==> src/rtl/ps2_pkg.sv <==
// Shared types and constants for the PS/2 scan-code decoder:
// prefix-FSM states, special byte values and the event record.
package ps2_pkg;

   typedef enum logic [1:0] {
      IDLE,
      GOT_E0,
      GOT_F0,
      GOT_E0F0
   } ps2_state_e;

   localparam logic [7:0] BYTE_E0 = 8'hE0;
   localparam logic [7:0] BYTE_F0 = 8'hF0;
   localparam logic [7:0] BYTE_00 = 8'h00;
   localparam logic [7:0] BYTE_FF = 8'hFF;

   typedef struct packed {
      logic       ext;
      logic       brk;
      logic [7:0] code;
   } ps2_evt_t;

   // 00 and FF are keyboard error/overrun bytes; they abort any prefix.
   function automatic logic is_flush_byte(input logic [7:0] b);
      return (b == BYTE_00) || (b == BYTE_FF);
   endfunction

endpackage

==> src/rtl/ps2_event_fifo.sv <==
// Small event FIFO with valid/ready pop and a sticky overflow flag.
// A push into a full FIFO succeeds only when a pop happens in the same cycle.
module ps2_event_fifo
   import ps2_pkg::*;
#(
   parameter int FIFO_DEPTH = 4
) (
   input  logic     clk,
   input  logic     rst,
   input  logic     i_push,
   input  ps2_evt_t i_data,
   input  logic     i_pop,
   output logic     o_valid,
   output ps2_evt_t o_data,
   output logic     o_overflow
);

   localparam int PTR_W = $clog2(FIFO_DEPTH);

   logic [PTR_W-1:0] r_wr_ptr;
   logic [PTR_W-1:0] r_rd_ptr;
   logic [PTR_W:0]   r_count;
   logic             r_overflow;
   ps2_evt_t         r_mem [FIFO_DEPTH];

   logic w_full;
   logic w_pop;
   logic w_push;
   logic w_drop;

   always_comb begin
      w_full = (r_count == (PTR_W+1)'(FIFO_DEPTH));
      w_pop  = i_pop && (r_count != '0);
      w_push = i_push && (!w_full || w_pop);
      w_drop = i_push && w_full && !w_pop;
   end

   // Pointers are PTR_W bits wide, so they wrap modulo the power-of-two depth.
   always_ff @(posedge clk) begin
      if (rst) begin
         r_wr_ptr   <= '0;
         r_rd_ptr   <= '0;
         r_count    <= '0;
         r_overflow <= 1'b0;
      end else begin
         if (w_push) r_wr_ptr <= r_wr_ptr + 1'b1;
         if (w_pop)  r_rd_ptr <= r_rd_ptr + 1'b1;
         case ({w_push, w_pop})
            2'b10:   r_count <= r_count + 1'b1;
            2'b01:   r_count <= r_count - 1'b1;
            default: r_count <= r_count;
         endcase
         if (w_drop) r_overflow <= 1'b1;
      end
   end

   always_ff @(posedge clk) begin
      if (w_push) r_mem[r_wr_ptr] <= i_data;
   end

   // Storage is not reset; the head is masked so outputs read zero when empty.
   always_comb begin
      o_valid    = (r_count != '0);
      o_data     = o_valid ? r_mem[r_rd_ptr] : '0;
      o_overflow = r_overflow;
   end

endmodule

==> src/rtl/ps2_scancode_decoder.sv <==
// Turns the two-byte PS/2 receiver window into make/break events with E0
// extension, via synchronizer, stability filter, prefix FSM and event FIFO.
module ps2_scancode_decoder
   import ps2_pkg::*;
#(
   parameter int STABLE_CYCLES  = 4,
   parameter int TIMEOUT_CYCLES = 1000000,
   parameter int FIFO_DEPTH     = 4
) (
   input  logic        clk,
   input  logic        rst,
   input  logic [15:0] code_vector,
   output logic        evt_valid,
   input  logic        evt_ready,
   output logic [7:0]  evt_code,
   output logic        evt_ext,
   output logic        evt_break,
   output logic        overflow
);

   localparam int STB_W = $clog2(STABLE_CYCLES + 1);
   localparam int TMO_W = $clog2(TIMEOUT_CYCLES + 1);

   logic [15:0]      r_sync1;
   logic [15:0]      r_sync2;
   logic [15:0]      r_hold;
   logic [15:0]      r_accepted;
   logic [STB_W-1:0] r_stb_cnt;
   logic             r_strobe;
   logic [TMO_W-1:0] r_tmo_cnt;
   ps2_state_e       r_state;

   logic [STB_W-1:0] w_stb_next;
   logic             w_fire;
   logic             w_timeout;
   logic [7:0]       w_byte;
   ps2_state_e       w_state_next;
   logic             w_push;
   ps2_evt_t         w_evt;
   ps2_evt_t         w_head;

   // w_stb_next counts how many cycles r_sync2 has held its current value,
   // saturating at STABLE_CYCLES so each stable value can fire only once.
   always_comb begin
      if (r_sync2 != r_hold)
         w_stb_next = STB_W'(1);
      else if (r_stb_cnt == STB_W'(STABLE_CYCLES))
         w_stb_next = r_stb_cnt;
      else
         w_stb_next = r_stb_cnt + 1'b1;
      w_fire = (w_stb_next == STB_W'(STABLE_CYCLES)) && (r_sync2 != r_accepted);
   end

   always_ff @(posedge clk) begin
      if (rst) begin
         r_sync1    <= '0;
         r_sync2    <= '0;
         r_hold     <= '0;
         r_accepted <= '0;
         r_stb_cnt  <= '0;
         r_strobe   <= 1'b0;
      end else begin
         r_sync1   <= code_vector;
         r_sync2   <= r_sync1;
         r_hold    <= r_sync2;
         r_stb_cnt <= w_stb_next;
         r_strobe  <= w_fire;
         if (w_fire) r_accepted <= r_sync2;
      end
   end

   always_ff @(posedge clk) begin
      if (rst || r_strobe || (r_state == IDLE))
         r_tmo_cnt <= '0;
      else
         r_tmo_cnt <= r_tmo_cnt + 1'b1;
   end

   assign w_timeout = (r_state != IDLE) && (r_tmo_cnt == TMO_W'(TIMEOUT_CYCLES - 1));
   assign w_byte    = r_accepted[7:0];

   always_ff @(posedge clk) begin
      if (rst) r_state <= IDLE;
      else     r_state <= w_state_next;
   end

   always_comb begin
      w_state_next = r_state;
      w_push       = 1'b0;
      w_evt        = '0;
      w_evt.code   = w_byte;
      if (r_strobe) begin
         if (is_flush_byte(w_byte)) begin
            w_state_next = IDLE;
         end else if (w_byte == BYTE_E0) begin
            w_state_next = GOT_E0;
         end else if (w_byte == BYTE_F0) begin
            case (r_state)
               GOT_E0, GOT_E0F0: w_state_next = GOT_E0F0;
               default:          w_state_next = GOT_F0;
            endcase
         end else begin
            w_push       = 1'b1;
            w_state_next = IDLE;
            case (r_state)
               GOT_E0:   w_evt.ext = 1'b1;
               GOT_F0:   w_evt.brk = 1'b1;
               GOT_E0F0: begin
                  w_evt.ext = 1'b1;
                  w_evt.brk = 1'b1;
               end
               default: ;
            endcase
         end
      end else if (w_timeout) begin
         w_state_next = IDLE;
      end
   end

   ps2_event_fifo #(
      .FIFO_DEPTH (FIFO_DEPTH)
   ) u_fifo (
      .clk        (clk),
      .rst        (rst),
      .i_push     (w_push),
      .i_data     (w_evt),
      .i_pop      (evt_ready),
      .o_valid    (evt_valid),
      .o_data     (w_head),
      .o_overflow (overflow)
   );

   assign evt_code  = w_head.code;
   assign evt_ext   = w_head.ext;
   assign evt_break = w_head.brk;

endmodule

==> config.mk <==
export PLATFORM = sky130hd
export DESIGN_NAME = ps2_scancode_decoder
export DESIGN_NICKNAME = d
export VERILOG_FILES = /design/src/rtl/ps2_pkg.sv /design/src/rtl/ps2_event_fifo.sv /design/src/rtl/ps2_scancode_decoder.sv
export SDC_FILE = /design/constraint.sdc
export NUM_CORES = 1
export LEC_CHECK = 0
export ABC_AREA = 1
export CAP_MARGIN = 30
export CORE_MARGIN = 2
export CORE_UTILIZATION = 45
export DETAILED_ROUTE_END_ITERATION = 16
export GPL_TIMING_DRIVEN = 0
export MAX_ROUTING_LAYER = met4
export PLACE_DENSITY = 0.65
export SYNTH_ARGS = -nofsm -noshare
export SYNTH_HDL_FRONTEND = slang
export SYNTH_SLANG_ARGS = --single-unit
==> constraint.sdc <==
create_clock -name clk -period 6.7 [get_ports clk]
set_clock_uncertainty 0.05 [all_clocks]
set_input_delay 0.67 -clock clk [delete_from_list [all_inputs] [get_ports clk]]
set_output_delay 0.67 -clock clk [all_outputs]
set_load 0.05 [all_outputs]
==> flow_summary.toml <==
[outcome]
outcome = "finished, final reports clean"

[cells_and_area]
mostFrequentLayoutCells = "sky130_fd_sc_hd__nor2_1 (172), sky130_fd_sc_hd__nand2_1 (143), sky130_fd_sc_hd__inv_1 (112), sky130_fd_sc_hd__dfxtp_1 (100), sky130_fd_sc_hd__edfxtp_1 (40)"
n_fill_cell = 1147
diodes = 0
layout-drive-gt1-share = 0.0624
area_growth_pct = 20.5
seqCellArea_mm2 = 0.00320
area_of_the_multi_input_gates_mm2 = 0.00203
finalNetCount = 800
utilization = 0.553
final_cell_count_without_fillers = 957
layout_commonest_cell = "sky130_fd_sc_hd__nor2_1"

[floorplanning]
dieArea_mm2 = 0.0137
chipHeight_um = 117
initial_utilization = 0.459
io_pins = 31
placeableCoreArea_mm2 = 0.0126
rows = 41
die_width_um = 117

[worst_setup_path]
worstPathRequired_ps = 5980
path_common_cell = "sky130_fd_sc_hd__nor2_1"
ff_to_ff_path_depth = 8
worstPathBufferInverterCount = 2
r2r_endpoint = "u_fifo.r_mem[0][0]"
cpLargestDelayFamily = "buffers and inverters"
slack_of_the_worst_reg_to_reg_path_ps = 3890
setup.worst_path.class = "flip-flop to output pin"
worst_r2r_startpoint = "r_accepted[3]"
slowest_stage = "sky130_fd_sc_hd__clkdlybuf4s50_1"
slowest_stage_delay_on_critical_path_ps = 830
critical_path_arrival_ps = 2480
crit_path_start_kind = "flip-flop"
crit_chain = "clkbuf_1, nor2_1, nor2_1, o21ai_0, a21oi_1, clkdlybuf4s50_1"
crit_fanout = 10
endpoint_kind = "output pin"

[sta]
layout_worst_path_cycle_share = 0.478
setup-tns-final_ps = 0
timing_worst_slew_pin_value_ps = 988
grt_setup_unrepaired = "false"
post-route-worst-setup-slack_ps = 3500
setup_viol_count_final = 0
final_max_slew_viol_count = 0
finalCriticalPeriod_ps = 3200
max-slew-margin-rel = 0.339
hold_violations_final = 0
max_freq_mhz = 312

[detailed_routing]
drt-wirelength-per-cell_um = 11.4
drt_wl_total_um = 10900
drt_iter0_drc = 241
detail-route-antenna-nets = 0
drc = 0
detailroute.via_count = 4327
drtPass1Iterations = 4
detail_route.vias_per_cell = 4.52

[place]
place.gp.congestion = 0.825
io_buffer_count = 29
placedCellCount = 924
place_ws_ps = 3850
post-dp-hpwl_um = 7430

[cts]
tritoncts_num_sinks = 140
ctsHtreeMaxLevel = 4
clkLatencyLatePin_ps = 410
clk_pin_slew_worst_paths_ps = 60
cts-root-buf = "sky130_fd_sc_hd__clkbuf_16"
cts_resized = 0
cts_hold_repair.buffers = 0
ctsLongestPathBuffers = 2
post-cts-setup-buffer-count = 0
tritoncts = "built"
tritoncts.num_buffers = 17

[synth]
postSynthCellCount = 723
synth.largest_area_cell = "sky130_fd_sc_hd__dfxtp_1"
synth_seq_cells = 140
yosysSeqAreaShare = 0.555
ys_types = 33
synth-warning-count = 0
postSynth.topFlopCell = "sky130_fd_sc_hd__dfxtp_1"
postSynth.asyncResetShare = 0
yosys.area.top_type_share = 0.347
summed_instance_area_of_the_synthesized_netlist_mm2 = 0.00577
count_of_flip_flops_with_a_built_in_enable_after_synthesis = 40
synth_nets = 751
postSynthAreaPerCell_um2 = 7.98
netlist_top_cells_area = "sky130_fd_sc_hd__dfxtp_1 (35%), sky130_fd_sc_hd__edfxtp_1 (21%), sky130_fd_sc_hd__nor2_1 (11%)"

[flow_run]
max-cap-violations = 0

[hold_path]
min_from = "r_sync1[10]"
worstHoldEndpoint = "r_sync2[10]"
worstHoldPathType = "flip-flop to flip-flop"
holdPathStages = 2

[global_routing]
global_route_overflow = 0
global_route_wire_length_before_repair_um = 18300
first_global_vias = 4038
initial_antenna_violation_count = 0
grt_max_degree = 17
total_grt_usage = 0.180

[pwr]
power_leakage_nw = 2.91
vdd_drop_max_mv = 0.138
power-per-cell-area_mw_per_mm2 = 312
[registers in the layout, summed over array words and instances, names as in the netlist, named ones only]
| signal | cells |
|---|---|
| r_accepted | 16 |
| r_hold | 16 |
| r_state | 2 |
| r_stb_cnt | 3 |
| r_strobe | 1 |
| r_sync1 | 16 |
| r_sync2 | 16 |
| r_tmo_cnt | 20 |
| u_fifo.o_overflow | 1 |
| u_fifo.r_count | 3 |
| u_fifo.r_mem | 40 |
| u_fifo.r_rd_ptr | 2 |
| u_fifo.r_wr_ptr | 2 |
[tightest hold or removal path, stage by stage, from the launching register on]
cell,delay [ps]
sky130_fd_sc_hd__dfxtp_1,290
sky130_fd_sc_hd__inv_1,40
sky130_fd_sc_hd__nor2_1,30
[layer usage]
| layer | vias to the layer above | GRT usage | share of wire |
|---|---|---|---|
| li1 | 2319 | - | - |
| met1 | 1928 | 0.202 | 0.45 |
| met2 | 68 | 0.307 | 0.50 |
| met3 | 12 | 0.0494 | 0.035 |
| met4 | 0 | 0.0667 | 0.015 |
| met5 | - | - | 0 |
[worst max path at each step]
stage                      startpoint            endpoint  slack [ps]  cells past startpoint
floorplan           u_fifo.r_count[0]           evt_break        4140                      5
finish                      flip-flop         evt_code[7]        3500                      6
detailed placement          evt_ready  u_fifo.r_mem[0][4]        3850                      5
global placement            flip-flop         evt_code[7]        3900                      6
global route                flip-flop             evt_ext        3300                      6
CTS                         flip-flop         evt_code[7]        3440                      6
[power by group]
group          internal, mW  switching, mW
Combinational        0.0767          0.163
Sequential            0.883         0.0106
Clock                 0.697          0.342
Total                  1.66          0.515
[cells in the mapped netlist (all sizes together) (3+ instances only)]
library cell  number
nor2             176
nand2            143
inv              117
dfxtp            100
edfxtp            40
o21ai             36
a21oi             30
nor3              11
xnor2             11
buf               10
nand3             10
clkbuf             8
ha                 8
nand4              7
nand3b             3
[per-stage QoR]
stage | hold slack, ps | total power [mW] | cell area (um^2)
2_1_floorplan | 338 | 1.07 | 5770
3_3_place_gp | 343 | 1.15 | 6280
3_5_place_dp | 344 | 1.15 | 6280
4_1_cts | 352 | 2.19 | 6950
5_1_grt | 368 | 2.25 | 6960
6_report | 349 | 2.17 | 6960
[cells by family (layout without fill, tap and decap cells)]
family / after synthesis / after routing / synth area share
xor gates and xnor gates: 13 / 13 / 0.0197
AOI/OAI and AO/OA: 70 / 70 / 0.0624
buffers and inverters: 137 / 199 / 0.0924
adders and majority gates: 9 / 9 / 0.0208
and+or+nand+nor: 354 / 354 / 0.250
DFF: 140 / 140 / 0.555
[cell type report]
cell class	count	area share
plain buffers	18	0.0124
clock buffers	24	0.0752
multi-input cells	446	0.292
repair buffers	30	0.0428
well taps	172	0.0309
flip-flops and latches	140	0.461
clock inverters	8	0.0214
inverters	119	0.0642
No activity file was read; power rests on OpenSTA's default activity.
